`src/rtl/mod16_count_ctrl_if.sv`:
```
// mod16_count_ctrl_if: command handshake and counter status bundle for the
// mod16_count_ctrl sequencing controller.
//   master modport: host side (drives command, abort, hold)
//   slave  modport: controller side (drives count and status)
interface mod16_count_ctrl_if #(
    parameter int CW = 4,
    parameter int PW = 4
);
    logic          cmd_valid;
    logic          cmd_ready;
    logic [CW-1:0] cmd_term;
    logic [PW-1:0] cmd_passes;
    logic          abort;
    logic          hold;
    logic [CW-1:0] count;
    logic          wrap;
    logic          done;
    logic          busy;
    logic [PW-1:0] passes_left;

    modport master (
        output cmd_valid, cmd_term, cmd_passes, abort, hold,
        input  cmd_ready, count, wrap, done, busy, passes_left
    );

    modport slave (
        input  cmd_valid, cmd_term, cmd_passes, abort, hold,
        output cmd_ready, count, wrap, done, busy, passes_left
    );
endinterface

```
`src/rtl/mod16_count_ctrl.sv`:
```
// mod16_count_ctrl: runs a CW-bit counter as a modulo-(term+1) counter for a
// commanded number of passes, with wrap/done pulses and abort.
// Optional feature macro: MOD16_CTRL_HOLD_EN (enables the HOLD state; when
// undefined the hold input is ignored and RUN never pauses).
// All outputs are registered; reset is synchronous and active-low.
module mod16_count_ctrl #(
    parameter int CW = 4,
    parameter int PW = 4
) (
    input  logic              clk,
    input  logic              reset,
    mod16_count_ctrl_if.slave bus
);

    typedef enum logic [1:0] {
        ST_IDLE = 2'd0,
        ST_RUN  = 2'd1,
        ST_HOLD = 2'd2,
        ST_DONE = 2'd3
    } state_t;

    localparam logic [CW-1:0] CNT_ONE  = {{(CW-1){1'b0}}, 1'b1};
    localparam logic [PW-1:0] PASS_ONE = {{(PW-1){1'b0}}, 1'b1};

    state_t        r_state;
    state_t        w_state_nxt;
    logic [CW-1:0] r_term;
    logic [CW-1:0] w_term_nxt;
    logic [CW-1:0] r_count;
    logic [CW-1:0] w_count_nxt;
    logic [PW-1:0] r_passes_left;
    logic [PW-1:0] w_passes_nxt;
    logic          r_wrap;
    logic          w_wrap_nxt;
    logic          r_done;
    logic          w_done_nxt;
    logic          r_busy;
    logic          w_busy_nxt;
    logic          r_cmd_ready;
    logic          w_cmd_ready_nxt;
    logic          w_step;
    logic          w_hold;

`ifdef MOD16_CTRL_HOLD_EN
    assign w_hold = bus.hold;
`else
    logic w_unused_hold;
    assign w_unused_hold = bus.hold;
    assign w_hold        = 1'b0;
`endif

    // Next-state and next-output logic; w_step marks an edge that advances the count.
    always_comb begin
        w_state_nxt  = r_state;
        w_term_nxt   = r_term;
        w_count_nxt  = r_count;
        w_passes_nxt = r_passes_left;
        w_wrap_nxt   = 1'b0;
        w_done_nxt   = 1'b0;
        w_step       = 1'b0;

        case (r_state)
            ST_IDLE: begin
                if (bus.cmd_valid && r_cmd_ready) begin
                    w_term_nxt   = bus.cmd_term;
                    w_count_nxt  = '0;
                    w_passes_nxt = bus.cmd_passes;
                    if (bus.cmd_passes != '0) begin
                        w_state_nxt = ST_RUN;
                    end else begin
                        w_state_nxt = ST_DONE;
                    end
                end else begin
                    w_state_nxt = ST_IDLE;
                end
            end
            ST_RUN: begin
                if (bus.abort) begin
                    w_state_nxt  = ST_IDLE;
                    w_count_nxt  = '0;
                    w_passes_nxt = '0;
                end else if (w_hold) begin
                    w_state_nxt = ST_HOLD;
                end else begin
                    w_step = 1'b1;
                end
            end
`ifdef MOD16_CTRL_HOLD_EN
            ST_HOLD: begin
                // Releasing hold counts on the same edge, so each held cycle
                // adds exactly one cycle to the run.
                if (bus.abort) begin
                    w_state_nxt  = ST_IDLE;
                    w_count_nxt  = '0;
                    w_passes_nxt = '0;
                end else if (w_hold) begin
                    w_state_nxt = ST_HOLD;
                end else begin
                    w_step = 1'b1;
                end
            end
`endif
            ST_DONE: begin
                // Entered with done already high after the last wrap; a
                // zero-pass command enters with done low and raises it here.
                if (r_done) begin
                    w_state_nxt = ST_IDLE;
                end else begin
                    w_state_nxt = ST_DONE;
                    w_done_nxt  = 1'b1;
                end
            end
            default: begin
                w_state_nxt  = ST_IDLE;
                w_count_nxt  = '0;
                w_passes_nxt = '0;
            end
        endcase

        if (w_step) begin
            if (r_count == r_term) begin
                w_count_nxt = '0;
                w_wrap_nxt  = 1'b1;
                if (r_passes_left != '0) begin
                    w_passes_nxt = r_passes_left - PASS_ONE;
                end else begin
                    w_passes_nxt = '0;
                end
                if (r_passes_left <= PASS_ONE) begin
                    w_state_nxt = ST_DONE;
                    w_done_nxt  = 1'b1;
                end else begin
                    w_state_nxt = ST_RUN;
                end
            end else begin
                w_count_nxt = r_count + CNT_ONE;
                w_state_nxt = ST_RUN;
            end
        end else begin
            w_wrap_nxt = w_wrap_nxt;
        end

        w_busy_nxt      = (w_state_nxt == ST_RUN) || (w_state_nxt == ST_HOLD);
        w_cmd_ready_nxt = (w_state_nxt == ST_IDLE);
    end

    // State, latched command and registered outputs.
    always_ff @(posedge clk) begin
        if (!reset) begin
            r_state       <= ST_IDLE;
            r_term        <= '0;
            r_count       <= '0;
            r_passes_left <= '0;
            r_wrap        <= 1'b0;
            r_done        <= 1'b0;
            r_busy        <= 1'b0;
            r_cmd_ready   <= 1'b1;
        end else begin
            r_state       <= w_state_nxt;
            r_term        <= w_term_nxt;
            r_count       <= w_count_nxt;
            r_passes_left <= w_passes_nxt;
            r_wrap        <= w_wrap_nxt;
            r_done        <= w_done_nxt;
            r_busy        <= w_busy_nxt;
            r_cmd_ready   <= w_cmd_ready_nxt;
        end
    end

    assign bus.count       = r_count;
    assign bus.wrap        = r_wrap;
    assign bus.done        = r_done;
    assign bus.busy        = r_busy;
    assign bus.cmd_ready   = r_cmd_ready;
    assign bus.passes_left = r_passes_left;

endmodule

```
`src/flat_wrapper.sv`:
```
// flat-port wrapper written by rule: the top's interface ports become plain ports
module mod16_count_ctrl_flat 
#(
    parameter int CW = 4,
    parameter int PW = 4
)
  (clk, reset, bus_cmd_valid, bus_cmd_term, bus_cmd_passes, bus_abort, bus_hold, bus_cmd_ready, bus_count, bus_wrap, bus_done, bus_busy, bus_passes_left);
  mod16_count_ctrl_if #(.CW(CW), .PW(PW)) bus_i ();
  input  logic clk;
  input  logic reset;
  input wire logic [$bits(bus_i.cmd_valid)-1:0] bus_cmd_valid;
  input wire logic [$bits(bus_i.cmd_term)-1:0] bus_cmd_term;
  input wire logic [$bits(bus_i.cmd_passes)-1:0] bus_cmd_passes;
  input wire logic [$bits(bus_i.abort)-1:0] bus_abort;
  input wire logic [$bits(bus_i.hold)-1:0] bus_hold;
  output wire logic [$bits(bus_i.cmd_ready)-1:0] bus_cmd_ready;
  output wire logic [$bits(bus_i.count)-1:0] bus_count;
  output wire logic [$bits(bus_i.wrap)-1:0] bus_wrap;
  output wire logic [$bits(bus_i.done)-1:0] bus_done;
  output wire logic [$bits(bus_i.busy)-1:0] bus_busy;
  output wire logic [$bits(bus_i.passes_left)-1:0] bus_passes_left;
  assign bus_i.cmd_valid = bus_cmd_valid;
  assign bus_i.cmd_term = bus_cmd_term;
  assign bus_i.cmd_passes = bus_cmd_passes;
  assign bus_i.abort = bus_abort;
  assign bus_i.hold = bus_hold;
  assign bus_cmd_ready = bus_i.cmd_ready;
  assign bus_count = bus_i.count;
  assign bus_wrap = bus_i.wrap;
  assign bus_done = bus_i.done;
  assign bus_busy = bus_i.busy;
  assign bus_passes_left = bus_i.passes_left;
  mod16_count_ctrl #(.CW(CW), .PW(PW)) u_core (.clk(clk), .reset(reset), .bus(bus_i));
endmodule
```
`config.mk`:
```
export PLATFORM = sky130hd
export DESIGN_NAME = mod16_count_ctrl_flat
export DESIGN_NICKNAME = d
export VERILOG_FILES = /design/src/rtl/mod16_count_ctrl_if.sv /design/src/rtl/mod16_count_ctrl.sv /design/src/flat_wrapper.sv
export SDC_FILE = /design/constraint.sdc
export NUM_CORES = 1
export LEC_CHECK = 0
export ABC_AREA = 1
export CORE_MARGIN = 2
export CORE_UTILIZATION = 46
export CTS_CLUSTER_SIZE = 14
export DETAILED_ROUTE_END_ITERATION = 10
export PLACE_DENSITY = 0.85
export SYNTH_ARGS = -nofsm -noshare
export SYNTH_HDL_FRONTEND = slang
export SYNTH_SLANG_ARGS = --single-unit
```
`constraint.sdc`:
```
create_clock -name clk -period 2 [get_ports clk]
set_clock_uncertainty 0.15 [all_clocks]
set_input_delay 0.3 -clock clk [delete_from_list [all_inputs] [get_ports clk]]
set_output_delay 0.3 -clock clk [all_outputs]
set_load 0.01 [all_outputs]
```
==> results of run 1 <==
-- final cells by class --
type | count | area (um^2)
inverter | 20 | 75.1
timing repair buffer | 31 | 290
clock buffer | 4 | 36.3
multi-input combinational | 105 | 515
sequential | 18 | 360
fill | 196 | 651
tap | 27 | 33.8
-- worst max-delay path by stage --
stage | from | endpoint | slack (ps) | cells past startpoint
after floorplan | u_core.bus.count[0] | u_core.bus.cmd_ready | 190 | 8
after global placement | bus_abort | u_core.bus.cmd_ready | 4 | 6
after detailed placement | bus_cmd_passes[0] | u_core.bus.cmd_ready | -9 | 8
after CTS | u_core.bus.count[2] | u_core.bus.cmd_ready | 190 | 8
after global routing | u_core.bus.count[1] | u_core.bus.cmd_ready | 40 | 8
final | u_core.bus.count[0] | bus_count[0] | 190 | 1
-- routing by layer --
metal,share of wire [%],track usage (%)
met5,0,0
met4,2.4,11.1
met3,3.9,3.33
met2,50,39.8
met1,44,24.9
-- registers in the layout, indices dropped and copies added (netlist names) --
| name | cells |
|---|---|
| u_core.r_state | 2 |
| u_core.bus.busy | 1 |
| u_core.bus.cmd_ready | 1 |
| u_core.bus.wrap | 1 |
| u_core.bus.count | 4 |
| u_core.r_term | 4 |
| u_core.bus.done | 1 |
| u_core.bus.passes_left | 4 |
-- cell families after synthesis --
group                      after synthesis  share of synthesized area (%)
AOI/OAI and AO/OA                       26                           14.7
xor gates and xnor gates                 2                           1.83
adders and majority gates                2                           2.62
buffers and inverters                   21                           8.38
DFF                                     18                           37.7
and+or+nand+nor                         75                           34.8
-- layout by cell type (no fill, tap or decap) --
master | netlist | final
ha_1 | 2 | 2
buf_4 | 0 | 8
clkbuf_4 | 0 | 3
o21ai_0 | 7 | 7
o211ai_1 | 4 | 4
inv_2 | 4 | 4
and2_1 | 1 | 1
inv_1 | 16 | 16
o21ai_1 | 2 | 2
nand3_1 | 10 | 10
nand4_1 | 2 | 2
nand3_2 | 1 | 1
clkdlybuf4s50_1 | 0 | 23
nor2_1 | 6 | 6
dfxtp_1 | 18 | 18
or2_2 | 1 | 1
xor2_1 | 2 | 2
nor2_2 | 2 | 2
nand2_1 | 48 | 48
nor3_4 | 1 | 1
a21oi_1 | 13 | 13
or2_1 | 1 | 1
clkbuf_8 | 0 | 1
nor3_1 | 2 | 2
-- worst min-delay path, cell delays in order, from the launching register on --
cell	delay, ps
dfxtp_1	330
inv_1	60
a21oi_1	50
-- where the power goes --
part	internal [mW]	switching [mW]
registers	0.386	0.0253
logic	0.111	0.123
clock network	0.111	0.118
total	0.608	0.266
==> impl_metrics.toml, run 1 <==
[clocking]
h-tree-depth = 1
clkTransAtPathRegs_ps = 110
root_buffer = "clkbuf_4"
ctsResizeCount = 0
cts_tree = "yes"
cts_buffers = 3
post_cts_buffers = 0
clock_path_buffers = 2
postCtsHoldBufs = 0
cts.sinks = 18
insertion_delay_ps = 300

[yosys]
synth_cell_types = 21
synth_area_leaders = "dfxtp_1 (38%), nand2_1 (19%), a21oi_1 (6.8%)"
synth_enable_flop_cells = 0
yosysTopAreaCell = "dfxtp_1"
yosys_warnings = 0
synthCells = 144
synthesis.area_um2 = 956
synth_top_area_share_pct = 37.7
syn_area_per_cell_um2 = 6.64
yosys.cell_count.top_type = "nand2_1"
synth_async_sr_flop_share_pct = 0
syn_nets = 159
yosysSeqAreaShare_pct = 37.7
synth-seq-cells = 18
ys.flop_type = "dfxtp_1"
synthTopCellsByCount = "nand2_1 (48), dfxtp_1 (18), inv_1 (16)"

[placement]
numPortBuffers = 23
post-place-ws_ps = -9.23
dp_hpwl_mm = 1.79
place_area_um2 = 1270
placed_cells = 201
finalWeightedCongestion = 0.840

[global_routing]
antenna_found_initial = 0
grt_pass1_vias = 1027
grt_max_degree = 11
grt_pass1_wl_mm = 4.21
overflow = 0
grt.total_usage_pct = 22.0

[cells_and_area]
final_cell_area_um2 = 1310
syn2layout_area_growth_pct = 37.2
drive_above_1_share_pct = 11.8
num-nets-final = 194
finalNonFillerCells = 205
antenna_cells = 0
final_util_pct = 66.8

[power]
p_leak_nw = 0.585
powerDensity_nw_per_um2 = 667
p_total_uw = 874
vdd_drop_max_mv = 0.533

[setup_path]
startpoint_type = "flop"
worstReg2RegEnd = "u_core.bus.cmd_ready"
slowest_delay_ps = 590
worstSetupPathType = "reg -> out"
critical_path_arrival_ps = 1360
crit_fanout = 6
reg2reg_depth = 8
r2r_start = "u_core.bus.count[0]"
end_kind = "output pin"
r2r_slack_ps = 200
worstPathRequired_ps = 1550
cp_cell_sequence = "clkdlybuf4s50_1"
crit_slowest_cell = "clkdlybuf4s50_1"
critical_path_buf_inv_count = 1
critPathTopFamily = "buffers and inverters"

[sta]
finalCritPeriodShare_pct = 90.3
hold_ws_ps = 324
slew_viol_final = 0
slew_headroom_pct = 77.9
period_minus_slack_ps = 1810
tns_ps = 0
setup_viol = 0
fin_ws_ps = 194
fmax_mhz = 554
hold_viol_final = 0
rsz0062_at_grt = "no"
worst_pin_slew_ps = 332

[status]
status = "complete, no violations"

[floorplanning]
ios = 25
rows = 16
core_um2 = 1960
start_util_pct = 48.7
die_x_um = 49.6
die_y_um = 49.6
die_area_um2 = 2460

[run]
drv_cap = 0

[detailed_routing]
wl_per_cell_um = 11.5
drt-vias-per-instance = 5.11
drc = 0
first_pass_iters = 4
vias = 1047
ant_nets = 0
routed_wl_mm = 2.36
drt-initial-drc-count = 15

[hold_path]
hold_end = "u_core.r_term[0]"
worstHoldStart = "u_core.r_term[0]"
hp-class = "reg -> reg"
holdPathStages = 2
(Power assumes the default switching activity.)
==> inputs of run 2 (changes only) <==
==> constraint.sdc (replaced) <==
create_clock -name clk -period 1.71 [get_ports clk]
set_clock_uncertainty 0.15 [all_clocks]
set_input_delay 0.2565 -clock clk [delete_from_list [all_inputs] [get_ports clk]]
set_output_delay 0.2565 -clock clk [all_outputs]
set_load 0.01 [all_outputs]
==> run 2 against run 1 <==
Effect of this change:
- via count down 0.57%
- design area up 4.4%
- clock-buffer cell count unchanged
- setup slack worse by 120 ps
- worst hold slack worse by 4.2 ps
- sequential share of layout area down 0.059 points
- flip-flop and latch count unchanged
- first-iteration DRC count down 20%
- critical path depth unchanged
- cell count up 1.5%
- utilization up 2.9 points
==> impl_metrics.toml, run 2 (synthesized netlist as in run 1, its figures left out) <==
[sta]
period_minus_slack_ps = 1640
fmax_mhz = 611
tns_ps = 0
setup_viol = 0
slew_headroom_pct = 80.6
fin_ws_ps = 72.3
hold_viol_final = 0
finalCritPeriodShare_pct = 95.8
rsz0062_at_grt = "yes"
worst_pin_slew_ps = 291
slew_viol_final = 0

[setup_path]
r2r_start = "u_core.bus.passes_left[2]"
reg2reg_depth = 7
worstReg2RegEnd = "u_core.bus.cmd_ready"
critical_path_buf_inv_count = 1
worstPathRequired_ps = 1300
startpoint_type = "flop"
cp_cell_sequence = "clkdlybuf4s50_1"
r2r_slack_ps = 110
worstSetupPathType = "reg -> out"
crit_fanout = 6
crit_slowest_cell = "clkdlybuf4s50_1"
path_depth = 1
slowest_delay_ps = 550
critical_path_arrival_ps = 1230
critPathTopFamily = "buffers and inverters"
end_kind = "output pin"

[clocking]
cts_buffers = 3
clkTransAtPathRegs_ps = 100
root_buffer = "clkbuf_4"
h-tree-depth = 1
clock_path_buffers = 2
cts.sinks = 18
insertion_delay_ps = 300
cts_tree = "yes"

[detailed_routing]
vias = 1041
routed.top_layer = "met4"
drc = 0
first_pass_iters = 4
ant_nets = 0
met2_length_mm = 1.18
drt-initial-drc-count = 12
wl_per_cell_um = 11.1
drt-vias-per-instance = 5.00
met1_length_mm = 1.02
routed-wl-met3_um = 88
routed_wl_mm = 2.32

[global_routing]
grt_pass1_vias = 1000
antenna_found_initial = 0
grt.total_usage_pct = 21.1
grt_max_degree = 11
overflow = 0
grt_pass1_wl_mm = 4.14

[floorplanning]
die_x_um = 49.6
start_util_pct = 48.7
core_um2 = 1960
rows = 16
die_y_um = 49.6
die_area_um2 = 2460
ios = 25

[hold_path]
hp-class = "reg -> reg"
hold_end = "u_core.r_term[1]"
worstHoldStart = "u_core.r_term[1]"
holdPathStages = 2

[cells_and_area]
drive_above_1_share_pct = 19.9
final_util_pct = 69.8
syn2layout_area_growth_pct = 43.2
finalNonFillerCells = 208
num-nets-final = 197
layout_common_cells = "nand2_1 (47), clkdlybuf4s50_1 (22), inv_1 (16)"
antenna_cells = 0
final_common_cell = "nand2_1"
n_fill_cell = 189

[placement]
numPortBuffers = 23
dp_hpwl_mm = 1.79
finalWeightedCongestion = 0.840
placed_cells = 204
post-place-ws_ps = -216

[power]
powerDensity_nw_per_um2 = 760
p_leak_nw = 0.624
vdd_drop_max_mv = 0.544

[run]
drv_cap = 0

[status]
status = "complete, no violations"
==> run 2: cell count changes in the layout (fill, tap and decap cells not counted), moves of 2 or more <==
cell and delta:
buf_4 +3, dfxtp_1 -8, dfxtp_2 +6, dfxtp_4 +2, nor2_1 -2
==> run 2: worst max-delay path by stage <==
stage,startpoint,to,slack (ps)
finish,u_core.bus.passes_left[0],bus_passes_left[0],70
global route,u_core.bus.count[3],u_core.bus.cmd_ready,-10
CTS,u_core.bus.passes_left[3],bus_passes_left[3],6
detailed placement,bus_abort,u_core.bus.cmd_ready,-220
global placement,bus_abort,u_core.bus.cmd_ready,-200
floorplan,u_core.r_state[1],u_core.bus.cmd_ready,20
==> run 2: stage by stage <==
stage / power, mW / hold slack, ps / area [um^2]
5_1_grt: 1.11 / 364 / 1370
6_report: 1.04 / 320 / 1370
3_5_place_dp: 0.784 / 309 / 1320
4_1_cts: 1.05 / 325 / 1360
2_1_floorplan: 0.646 / 200 / 986
3_3_place_gp: 0.774 / 301 / 1320
==> run 2: worst register-to-register path, cell delays in order, from the launching register on <==
cell and delay (ps):
dfxtp_1 330, inv_1 70, nand2_1 70, nor2_1 190, nand4_1 140, and2_1 180
ha_2 160, or2_4 230
==> run 2: metal layers <==
layer / track usage (%) / vias up
met1: 26.3 / 465
li1: - / 541
met2: 36.7 / 31
met3: 2.12 / 4
met5: 0 / -
met4: 9.26 / 0
==> run 2: timing repair <==
action	CTS	global route
hold buffers	0	0
buffers inserted	0	0
gates resized for setup	2	4
setup endpoints to repair	2	4
hold endpoints to repair	0	0
==> run 2: final cells by class <==
type / instances / area, um^2 / area share (%)
Multi-Input combinational cell: 105 / 533 / 38.9
Sequential cell: 18 / 375 / 27.4
Timing Repair Buffer: 34 / 315 / 23.0
Inverter: 20 / 75.1 / 5.48
Clock buffer: 4 / 36.3 / 2.65
Tap cell: 27 / 33.8 / 2.47
==> run 2: power by group <==
group	switching [mW]	internal, mW	total, mW
clock	0.136	0.130	0.266
combinational	0.154	0.141	0.295
sequential	0.0285	0.451	0.479
total	0.318	0.722	1.04
